===== src/rtl/credit_rx_buffer.sv =====
// Receive-side FIFO for a credit-based link: buffers payloads from the ARQ receiver and
// returns freed slots to the sender as batched credit messages (threshold- or timeout-driven).
module credit_rx_buffer #(
    parameter int WIDTH     = 32,
    parameter int DEPTH     = 8,
    parameter int THRESHOLD = 4,
    parameter int TIMEOUT   = 16
) (
    input  logic                         clk,
    input  logic                         rst,
    input  logic                         in_valid,
    input  logic [WIDTH-1:0]             in_payload,
    output logic                         out_valid,
    input  logic                         out_ready,
    output logic [WIDTH-1:0]             out_payload,
    output logic                         credit_valid,
    input  logic                         credit_ready,
    output logic [$clog2(DEPTH+1)-1:0]   credit_count,
    output logic                         overflow
);

    localparam int AW = $clog2(DEPTH);
    localparam int CW = $clog2(DEPTH + 1);
    localparam int TW = (TIMEOUT > 1) ? $clog2(TIMEOUT) : 1;

    localparam logic [CW:0]   DEPTH_W     = (CW + 1)'(DEPTH);
    localparam logic [CW-1:0] THRESHOLD_W = CW'(THRESHOLD);
    localparam logic [TW-1:0] TIMER_LAST  = TW'(TIMEOUT - 1);

    typedef enum logic [1:0] {
        ST_IDLE,
        ST_ACCUM,
        ST_SEND
    } state_t;

    // ------------------------------------------------------------------
    // Payload FIFO
    // ------------------------------------------------------------------
    logic [WIDTH-1:0] mem [DEPTH];
    logic [AW:0]      wr_ptr;
    logic [AW:0]      rd_ptr;
    logic             empty;
    logic             full;
    logic             out_hs;
    logic             wr_en;
    logic             overflow_q;

    // The extra pointer MSB distinguishes a full buffer from an empty one.
    assign empty  = (wr_ptr == rd_ptr);
    assign full   = (wr_ptr[AW] != rd_ptr[AW]) && (wr_ptr[AW-1:0] == rd_ptr[AW-1:0]);
    assign out_hs = out_valid && out_ready;
    assign wr_en  = in_valid && (!full || out_hs);

    assign out_valid   = !empty;
    assign out_payload = mem[rd_ptr[AW-1:0]];
    assign overflow    = overflow_q;

    // NOTE: the storage array has no reset; the pointers alone define which entries are valid.
    always_ff @(posedge clk) begin
        if (wr_en) begin
            mem[wr_ptr[AW-1:0]] <= in_payload;
        end
    end

    // NOTE: sequential state uses non-blocking assignments so every register samples pre-edge values.
    always_ff @(posedge clk or posedge rst) begin
        if (rst) begin
            wr_ptr     <= '0;
            rd_ptr     <= '0;
            overflow_q <= 1'b0;
        end else begin
            if (wr_en) begin
                wr_ptr <= wr_ptr + 1'b1;
            end
            if (out_hs) begin
                rd_ptr <= rd_ptr + 1'b1;
            end
            if (in_valid && full && !out_hs) begin
                overflow_q <= 1'b1;
            end
        end
    end

    // ------------------------------------------------------------------
    // Credit return
    // ------------------------------------------------------------------
    state_t          state;
    state_t          state_next;
    logic [CW-1:0]   pending;
    logic [CW-1:0]   pending_next;
    logic [CW:0]     pend_sum;
    logic [TW-1:0]   timer;
    logic [TW-1:0]   timer_next;
    logic [CW-1:0]   count_q;
    logic [CW-1:0]   count_next;
    logic            credit_hs;

    assign credit_valid = (state == ST_SEND);
    assign credit_count = count_q;
    assign credit_hs    = credit_valid && credit_ready;

    // Drains always add to pending; a returned message removes exactly what it carried.
    always_comb begin
        pend_sum = {1'b0, pending} + {{CW{1'b0}}, out_hs};
        if (credit_hs) begin
            pend_sum = pend_sum - {1'b0, count_q};
        end
        pending_next = (pend_sum > DEPTH_W) ? DEPTH_W[CW-1:0] : pend_sum[CW-1:0];
    end

    // NOTE: every output of this block gets a default first, so no path can infer a latch.
    always_comb begin
        state_next = state;
        timer_next = timer;
        count_next = count_q;
        unique case (state)
            ST_IDLE: begin
                if (pending != '0) begin
                    state_next = ST_ACCUM;
                    timer_next = '0;
                end
            end
            ST_ACCUM: begin
                if (pending >= THRESHOLD_W || timer == TIMER_LAST) begin
                    state_next = ST_SEND;
                    count_next = pending;
                end else begin
                    timer_next = timer + 1'b1;
                end
            end
            ST_SEND: begin
                if (credit_ready) begin
                    count_next = '0;
                    timer_next = '0;
                    state_next = (pending_next == '0) ? ST_IDLE : ST_ACCUM;
                end
            end
            default: begin
                state_next = ST_IDLE;
            end
        endcase
    end

    always_ff @(posedge clk or posedge rst) begin
        if (rst) begin
            state   <= ST_IDLE;
            pending <= '0;
            timer   <= '0;
            count_q <= '0;
        end else begin
            state   <= state_next;
            pending <= pending_next;
            timer   <= timer_next;
            count_q <= count_next;
        end
    end

endmodule


===== config.mk =====
export PLATFORM = sky130hd
export DESIGN_NAME = credit_rx_buffer
export DESIGN_NICKNAME = d
export VERILOG_FILES = /design/src/rtl/credit_rx_buffer.sv
export SDC_FILE = /design/constraint.sdc
export NUM_CORES = 1
export LEC_CHECK = 0
export CORE_ASPECT_RATIO = 1.2
export CORE_MARGIN = 2
export CORE_UTILIZATION = 60
export CTS_BUF_LIST = sky130_fd_sc_hd__clkbuf_4
export DETAILED_ROUTE_END_ITERATION = 10
export GPL_TIMING_DRIVEN = 0
export PLACE_DENSITY = 0.86
export SYNTH_ARGS = -nofsm -noshare
export SYNTH_HDL_FRONTEND = slang
export SYNTH_SLANG_ARGS = --single-unit

===== constraint.sdc =====
create_clock -name clk -period 7 [get_ports clk]
set_clock_uncertainty 0.2 [all_clocks]
set_input_delay 1.4 -clock clk [delete_from_list [all_inputs] [get_ports clk]]
set_output_delay 1.4 -clock clk [all_outputs]
set_load 0.01 [all_outputs]

==> metrics.log <==
INFO  metric outcome = complete, no violations
INFO  metric finish.utilization = 0.7357
INFO  metric synth_warnings = 0
INFO  metric critPathCaptureType = primary output
INFO  metric finalSetupViolCount = 0
INFO  metric post_synth_net_total = 570
INFO  metric core_region_area = 18110 µm²
INFO  metric switching_share = 0.3091
INFO  metric drt-wirelength-per-cell = 24.20 µm
INFO  metric area.sequential = 8263 µm²
INFO  metric route.vias.total = 5990
INFO  metric synth_async_sr_flop_share = 0.08244
INFO  metric timing.critical_path.arrival = 3.56 ns
INFO  metric timing.max_slew.rel_slack = 0.3040
INFO  metric h-tree-depth = 3
INFO  metric place_congestion = 0.8213
INFO  metric power.share.combinational = 0.370
INFO  metric floorplan.initialDensity = 0.6087
INFO  metric drt_first_iter_violations = 557
INFO  metric max_freq = 194.0 MHz
INFO  metric crit_type = reg2out
INFO  metric cts.sinks = 279
INFO  metric worst-slew-pin-transition = 1.040 ns
INFO  metric synth_edf_count = 256
INFO  metric synth_top_cells_by_count = 256 x edfxtp_1, 64 x mux4_2, 34 x mux2_2, 23 x dfrtp_1, 12 x nand2_1
INFO  metric gr-usage-all-layers = 0.2567
INFO  metric first_pass_grt_wire_length = 36650 µm
INFO  metric dpl.hpwl = 15150 µm
INFO  metric clk_transition_reported_paths = 0.06 ns
INFO  metric synth_most_common_cell = edfxtp_1
INFO  metric clk_latency = 0.66 ns
INFO  metric maximum_number_of_buffers_from_clock_root_to_sink = 3
INFO  metric fin_crit = 5.155 ns
INFO  metric remaining_drc_errors = 0
INFO  metric vias_per_cell = 6.144
INFO  metric switchingPower = 0.001783 W
INFO  metric share_clk_of_total_power = 0.246
INFO  metric antenna_found_initial = 1
INFO  metric wirelength = 23600 µm
INFO  metric max_cap_violations = 0
INFO  metric layout-drive-gt1-share = 0.3431
INFO  metric synth_top_cell_area_share = 0.6975
INFO  metric power = 0.005769 W
INFO  metric globalRoute.busiestLayer = met2
INFO  metric cts_inserted_buffers = 67
INFO  metric largest_net_degree_at_the_start_of_global_routing = 33
INFO  metric timing.final.hold_violations = 0
INFO  metric synth_area_leader_cell = edfxtp_1
INFO  metric groute.layer.met2.usage = 0.4283
INFO  metric synthesis.area_per_instance = 21.07 µm²
INFO  metric postCtsResizedCells = 0
INFO  metric final-max-slew-violation-count = 0
INFO  metric dieArea = 19470 µm²
INFO  metric synth_seq_area_share = 0.7497
INFO  metric cts_root_buffer = clkbuf_4
INFO  metric antenna_violating_nets_post_route = 0
INFO  metric hold_buffers = 0
INFO  metric ir_worst_vdd = 269.0 µV
INFO  metric met3_usage = 0.05899
INFO  metric synth_seq_cells = 279
INFO  metric num_io_pins = 76
INFO  metric die_x = 127.7 µm
INFO  metric layout.nets = 743
INFO  metric intPower = 0.003986 W
INFO  metric synth.cell_area = 11020 µm²
INFO  metric number_of_global_route_vias_before_repair = 6456
INFO  metric path_max_fanout = 10
INFO  metric cts_setup_buffers = 0
INFO  metric synthesis.instances = 523
INFO  metric filler_cell_count = 974
INFO  metric grt-ovfl-total = 0
INFO  metric met1_usage = 0.3333
INFO  metric flow.area_growth_from_synthesis = 20.86%
INFO  metric die_h = 152.5 µm
INFO  metric p_per_area = 433.1 nW/µm²
INFO  metric leakagePower = 4.576 nW
INFO  metric ys.flop_type = edfxtp_1
INFO  metric worst_ep_required_time = 5.40 ns
INFO  metric setup_total_negative_slack = 0 ns
INFO  metric site_row_count = 54
INFO  metric ratio_of_final_minimum_period_to_clock_period = 0.7364
INFO  metric cp-start-kind = flip-flop
INFO  metric synthTopCellsByArea = edfxtp_1 70%, mux4_2 13%, dfrtp_1 5.2%
INFO  metric min-delay-path-class = reg2reg
INFO  metric io_buffers = 75
INFO  metric rsz0062_at_grt = no
INFO  metric drt_pass1_iterations = 4
INFO  metric number_of_library_cell_types_mapped_by_synthesis = 41
INFO  metric cts_tree = done
INFO  metric multi_input_area = 2654 µm²
INFO  metric sequentialPowerShare = 0.384
## kinds of logic (layout without fill, tap and decap cells)
| group | count (synthesis) | in the layout | synth area share |
|---|---|---|---|
| compound gates | 27 | 27 | 0.01839 |
| xor+xnor | 14 | 14 | 0.01112 |
| fa+ha+maj | 10 | 10 | 0.01203 |
| buf+inv | 33 | 259 | 0.01306 |
| flops | 279 | 279 | 0.7497 |
| mux | 99 | 99 | 0.1665 |
| other cells | 0 | 2 | 0 |
| simple gates | 61 | 61 | 0.02917 |
## area by class of cell
cell class	count	share of cell area
Multi-Input combinational cell	211	0.1992
Clock buffer	104	0.05861
Inverter	7	0.001972
Buffer	26	0.008829
Tap cell	224	0.02104
Timing Repair Buffer	104	0.07861
Sequential cell	279	0.6203
Clock inverter	18	0.01108
Antenna cell	2	0.0003757
## registers in the layout, indices dropped and copies added, names as in the netlist
signal,flops
credit_count,4
mem,256
overflow,1
pending,4
rd_ptr,4
state,2
timer,4
wr_ptr,4
## cell usage in the layout, fill, tap and decap left out, types with 3 or more instances in the layout
master and count:
a21oi_1 6, a32o_1 4, buf_1 4, buf_2 10, buf_4 14, buf_6 10, buf_8 6, bufinv_16 3
clkbuf_1 11, clkbuf_4 104, clkdlybuf4s50_1 75, clkinv_1 13, dfrtp_1 23, edfxtp_1 256, ha_1 9, inv_1 6
mux2_2 34, mux4_2 64, nand2_1 12, nand2b_1 6, nand3_1 8, nand4_1 3, nor2_1 11, nor2b_1 6
o21ai_0 3, xnor2_1 10, xor2_1 4
## power groups by stage
stage               logic, W  clock network [W]  registers [W]
floorplan            0.00128                  0        0.00223
global placement     0.00197                  0        0.00226
detailed placement   0.00212                  0        0.00225
CTS                  0.00215            0.00144        0.00222
global route         0.00228            0.00153        0.00223
finish               0.00214            0.00142        0.00221
## through the flow
stage,setup WS [ns],cell area (µm²),instances,hold slack [ns]
after floorplan,1.254,11020,523,0.2659
after global placement,-2.576,12050,822,0.2629
after detailed placement,2.338,12390,851,0.2752
after CTS,1.797,13320,973,0.2867
after global routing,1.724,13320,975,0.2991
final,1.845,13320,975,0.2884
## worst paths after layout
check | startpoint | end | slack (ns) | depth (start not counted)
worst max register to register | wr_ptr[1] | state[0] | 3.14 | 14
worst min register to register | wr_ptr[3] | wr_ptr[3] | 0.29 | 1
max in group asynchronous | rst | timer[3] | 5.03 | 2
worst max-delay path | rd_ptr[0] | out_payload[19] | 1.84 | 6
worst min-delay path | wr_ptr[3] | wr_ptr[3] | 0.29 | 1
min in group asynchronous | rst | state[0] | 1.02 | 2
## worst max-delay path, cell delays in order (launching register included)
cell             delay [ns]
dfrtp_1                0.36
clkbuf_1               0.30
buf_2                  0.39
buf_2                  0.43
mux4_2                 0.60
mux2_2                 0.31
clkdlybuf4s50_1        0.49
## metal layers
metal | part of all wire | vias up
met4 | 0.021 | 0
met1 | 0.37 | 3077
met3 | 0.080 | 48
met5 | 0 | -
li1 | - | 2559
met2 | 0.53 | 306
Power figures use the tool's default switching activity.
